--- config.mk ---
export PLATFORM = sky130hd
export DESIGN_NAME = lsu_mem_stage
export DESIGN_NICKNAME = d
export VERILOG_FILES = /design/src/rtl/lsu_mem_stage.sv
export SDC_FILE = /design/constraint.sdc
export NUM_CORES = 1
export LEC_CHECK = 0
export CAP_MARGIN = 20
export CORE_MARGIN = 8
export CORE_UTILIZATION = 45
export DETAILED_ROUTE_END_ITERATION = 7
export GPL_TIMING_DRIVEN = 0
export PLACE_DENSITY = 0.86
export SYNTH_ARGS = -nofsm -noshare
export SYNTH_HDL_FRONTEND = slang
export SYNTH_SLANG_ARGS = --single-unit
--- constraint.sdc ---
create_clock -name clk -period 2.7 [get_ports clk]
set_clock_uncertainty 0.15 [all_clocks]
set_input_delay 0.405 -clock clk [delete_from_list [all_inputs] [get_ports clk]]
set_output_delay 0.405 -clock clk [all_outputs]
set_load 0.03 [all_outputs]
--- src/rtl/lsu_mem_stage.sv ---
// lsu_mem_stage: RV32I load/store unit driving a word-organised data memory with byte enables
module lsu_mem_stage #(
  parameter int DATA_WIDTH = 32,
  parameter int ADDR_WIDTH = 32
) (
  input  logic                  clk,
  input  logic                  rst,
  input  logic                  req_valid,
  output logic                  req_ready,
  input  logic                  req_is_store,
  input  logic [2:0]            req_fun3,
  input  logic [ADDR_WIDTH-1:0] req_addr,
  input  logic [DATA_WIDTH-1:0] req_wdata,
  output logic                  mem_req,
  output logic                  mem_we,
  output logic [3:0]            mem_be,
  output logic [ADDR_WIDTH-1:0] mem_addr,
  output logic [DATA_WIDTH-1:0] mem_wdata,
  input  logic                  mem_ack,
  input  logic [DATA_WIDTH-1:0] mem_rdata,
  output logic                  resp_valid,
  output logic [DATA_WIDTH-1:0] resp_rdata,
  output logic                  resp_err
);
  typedef enum logic [1:0] {IDLE, BUSY, RESP} state_t;
  state_t state, state_n;
  logic [2:0] fun3;
  logic [1:0] off;
  logic accept, legal, aligned, ok;
  logic [3:0] be_n;
  logic [DATA_WIDTH-1:0] wdata_n, lane, load_n;
  assign req_ready  = state == IDLE;
  assign mem_req    = state == BUSY;
  assign resp_valid = state == RESP;
  assign accept     = req_valid && req_ready;
  always_comb begin
    legal   = req_fun3[1:0] != 2'b11 && (req_is_store ? !req_fun3[2] : !(req_fun3[2] && req_fun3[1]));
    aligned = req_fun3[1:0] == 2'b00 || (req_fun3[1:0] == 2'b01 && !req_addr[0]) ||
              (req_fun3[1:0] == 2'b10 && req_addr[1:0] == 2'b00);
    ok      = legal && aligned;
    be_n    = req_fun3[1:0] == 2'b00 ? 4'b0001 << req_addr[1:0] :
              req_fun3[1:0] == 2'b01 ? (req_addr[1] ? 4'b1100 : 4'b0011) : 4'b1111;
    wdata_n = req_fun3[1:0] == 2'b00 ? {4{req_wdata[7:0]}} :
              req_fun3[1:0] == 2'b01 ? {2{req_wdata[15:0]}} : req_wdata;
    // word loads are always aligned, so the shifted lane is the whole word for LW
    lane    = mem_rdata >> {off, 3'b000};
    load_n  = fun3[1:0] == 2'b00 ? {{24{!fun3[2] && lane[7]}}, lane[7:0]} :
              fun3[1:0] == 2'b01 ? {{16{!fun3[2] && lane[15]}}, lane[15:0]} : lane;
  end
  always_comb begin
    state_n = state;
    state_n = state == IDLE ? (accept ? (ok ? BUSY : RESP) : IDLE) :
              state == BUSY ? (mem_ack ? RESP : BUSY) : IDLE;
  end
  always_ff @(posedge clk) begin
    if (rst) begin
      state      <= IDLE;
      fun3       <= '0;
      off        <= '0;
      mem_we     <= 1'b0;
      mem_be     <= '0;
      mem_addr   <= '0;
      mem_wdata  <= '0;
      resp_rdata <= '0;
      resp_err   <= 1'b0;
    end else begin
      state <= state_n;
      if (accept) begin
        fun3       <= req_fun3;
        off        <= req_addr[1:0];
        resp_rdata <= '0;
        resp_err   <= !ok;
        if (ok) begin
          mem_we    <= req_is_store;
          mem_be    <= be_n;
          mem_addr  <= {req_addr[ADDR_WIDTH-1:2], 2'b00};
          mem_wdata <= wdata_n;
        end
      end
      if (state == BUSY && mem_ack) resp_rdata <= mem_we ? '0 : load_n;
    end
  end
endmodule

==> results.py <==
metrics = {
    "outcome": {
        "status": "finished clean",
    },
    "die": {
        "dieWidth_um": 117.2,
        "io_pins": 209,
        "num_rows": 37,
        "die-area_mm2": 0.01374,
        "core_area_mm2": 0.01014,
        "start_util_pct": 45.46,
        "die_h_um": 117.2,
    },
    "worst_setup_path": {
        "critPathKind": "reg2out",
        "reg2reg_depth": 7,
        "crit_path_start_kind": "flip-flop",
        "cp.required_ns": 2.14,
        "cp.arrival_ns": 1.78,
        "timing.rr.end": "mem_addr[30]$_SDFFE_PP0P_",
        "slowest_stage": "clkdlybuf4s50_1",
        "path_cells": "nor2b_1 > clkdlybuf4s50_1",
        "crit_fanout": 6,
        "worstSetupEndpointType": "output port",
        "timing.rr.start": "state[0]$_SDFF_PP0_",
        "critPathMaxStageDelay_ns": 0.73,
        "r2r_slack_ns": 0.68,
    },
    "sta": {
        "finalCritPeriodShare_pct": 86.62,
        "timing.final.crit_period_ns": 2.339,
        "drv_slew": 0,
        "tightest_slew_ns": 0.6594,
        "fmax_mhz": 427.6,
        "setup_tns_ns": 0,
        "hold_viol_final": 0,
        "rsz0062_at_grt": "no",
        "slew_headroom_pct": 55.88,
        "setup_violations": 0,
    },
    "place": {
        "portBuffers": 206,
        "post-dp-hpwl_um": 13450,
        "place_area_mm2": 0.006845,
        "gp_congestion": 0.8656,
    },
    "global_route": {
        "grt_pass1_wl_um": 26090,
        "grt_overflow": 0,
        "grt_pass1_vias": 5014,
        "grt_max_degree": 19,
        "grt_use_total_pct": 24.85,
        "antenna_found_initial": 0,
    },
    "worst_hold_path": {
        "hold_end": "mem_addr[7]$_SDFFE_PP0P_",
        "min_from": "mem_addr[7]$_SDFFE_PP0P_",
        "holdCritPathClass": "reg2reg",
        "whs_path_depth": 2,
    },
    "logic_synthesis": {
        "synth_seq_cells": 107,
        "synth_area_per_cell_um2": 8.847,
        "synth_ff_type": "dfxtp_1",
        "yosysUniqueCellTypes": 40,
        "synth_most_common_cell": "dfxtp_1",
        "synth-seq-area-share_pct": 46.47,
        "synthCells": 521,
        "synth_top_area_share_pct": 46.47,
        "yosysTopAreaCell": "dfxtp_1",
        "synthTopCellsByArea": "dfxtp_1 46%, nand2_1 8.5%, a21oi_1 6.4%, mux2i_1 6.3%, a22oi_1 3.9%",
        "synth_warnings": 0,
        "synth-edff-count": 0,
        "async_flop_share_pct": 0,
        "syn-cell-area_mm2": 0.004609,
        "synth_common_cells": "107 x dfxtp_1, 104 x nand2_1, 59 x a21oi_1",
    },
    "drt": {
        "routed_wl_um": 17340,
        "dr.pass1.iters": 5,
        "postRouteAntennaNets": 0,
        "vias": 4877,
        "initialDrtViolationCount": 346,
        "wire_per_inst_um": 19.72,
        "vias_per_cell": 5.548,
        "drc_errors": 0,
    },
    "cells_and_area": {
        "synthToLayoutAreaGrowth_pct": 52.28,
        "final_nets": 843,
        "fillers": 799,
        "diodes": 0,
        "final_util_pct": 69.23,
        "drive_gt1_share_pct": 6.999,
        "postLayoutCellArea_mm2": 0.007019,
    },
    "cts": {
        "path_clk_slew_ns": 0.11,
        "cts_tree": "done",
        "clk_path_buf_depth": 2,
        "clock_latency_ns": 0.38,
        "cts_sinks": 107,
        "clockRootBuffer": "clkbuf_8",
        "cts.repair.resized": 0,
        "cts_hold_buf": 0,
        "cts_setup_buffers": 0,
        "cts_buffers": 9,
        "h-tree-depth": 3,
    },
    "power": {
        "leakage_nw": 2.465,
        "p_total_mw": 3.437,
        "ir_worst_vdd_mv": 0.3782,
        "p_per_area_mw_per_mm2": 489.6,
    },
    "run": {
        "maxCapViolations": 0,
    },
}
[layer usage]
metal | GRT usage (%) | routed length, µm
met5 | 0 | 0
met1 | 26.07 | 6401
met2 | 41.85 | 8094
met3 | 11.39 | 2264
met4 | 11.18 | 576
[kinds of logic (layout without fill, tap and decap cells)]
group	after synthesis	after routing	share of synthesized area, %
simple gates	160	160	14.36
compound gates	159	159	21.93
flops	107	107	46.47
buf+inv	49	270	4.750
mux	45	45	12.41
other cells	1	2	0.08136
[sequential cells by signal, indices dropped and copies added (netlist names)]
| name | count |
|---|---|
| mem_wdata | 32 |
| resp_rdata | 32 |
| mem_addr | 30 |
| mem_be | 4 |
| fun3 | 3 |
| off | 2 |
| state | 2 |
| mem_we | 1 |
| resp_err | 1 |
[cell type report]
type / count / area, µm² / area share (%)
Buffer: 46 / 207.7 / 2.959
Inverter: 3 / 11.26 / 0.1604
Multi-Input combinational cell: 366 / 2252 / 32.09
Tap cell: 136 / 170.2 / 2.424
Sequential cell: 107 / 2142 / 30.52
Timing Repair Buffer: 206 / 2062 / 29.38
Clock buffer: 9 / 123.9 / 1.765
Clock inverter: 6 / 50.05 / 0.7130
[power breakdown]
| group | leakage (nW) | internal [mW] | total [mW] | switching, mW |
|---|---|---|---|---|
| combinational | 1.51 | 0.379 | 0.829 | 0.450 |
| clock | 0.0876 | 0.342 | 0.917 | 0.575 |
| sequential | 0.870 | 1.65 | 1.69 | 0.0432 |
[how the worst max path moves through the flow]
stage	start	endpoint	slack, ns	cells after the start
6_report	state[0]$_SDFF_PP0_	mem_req	0.36	2
5_1_grt	req_addr[0]	mem_addr[3]$_SDFFE_PP0P_	0.27	7
4_1_cts	state[0]$_SDFF_PP0_	mem_req	0.34	2
3_5_place_dp	rst	resp_rdata[5]$_SDFFE_PP0P_	0.02	5
3_3_place_gp	rst	resp_rdata[6]$_SDFFE_PP0P_	0.09	5
2_1_floorplan	state[0]$_SDFF_PP0_	resp_rdata[10]$_SDFFE_PP0P_	0.81	4
[through the flow]
step / hold WS, ns / std cells / worst slack, ns
5_1_grt: 0.3261 / 879 / 0.2698
6_report: 0.3126 / 879 / 0.3611
3_3_place_gp: 0.2914 / 864 / 0.08670
4_1_cts: 0.3120 / 879 / 0.3426
2_1_floorplan: 0.3872 / 522 / 0.8074
3_5_place_dp: 0.2962 / 864 / 0.02482
[layout by cell type, fill, tap and decap left out, types with 16 or more instances in the layout]
| cell type | count |
|---|---|
| clkdlybuf4s50_1 | 206 |
| a22oi_1 | 24 |
| buf_2 | 16 |
| nand2_1 | 104 |
| o21ai_0 | 21 |
| clkbuf_1 | 22 |
| nor2_1 | 39 |
| mux2i_1 | 29 |
| dfxtp_1 | 107 |
| a21oi_1 | 59 |
[worst max-delay path, delay by kind of cell, from the launching register on]
family | cells | cell delay, ns
buf+inv | 1 | 0.73
simple gates | 1 | 0.26
flops | 1 | 0.43
Note: power is estimated with default switching activity, not from simulation.
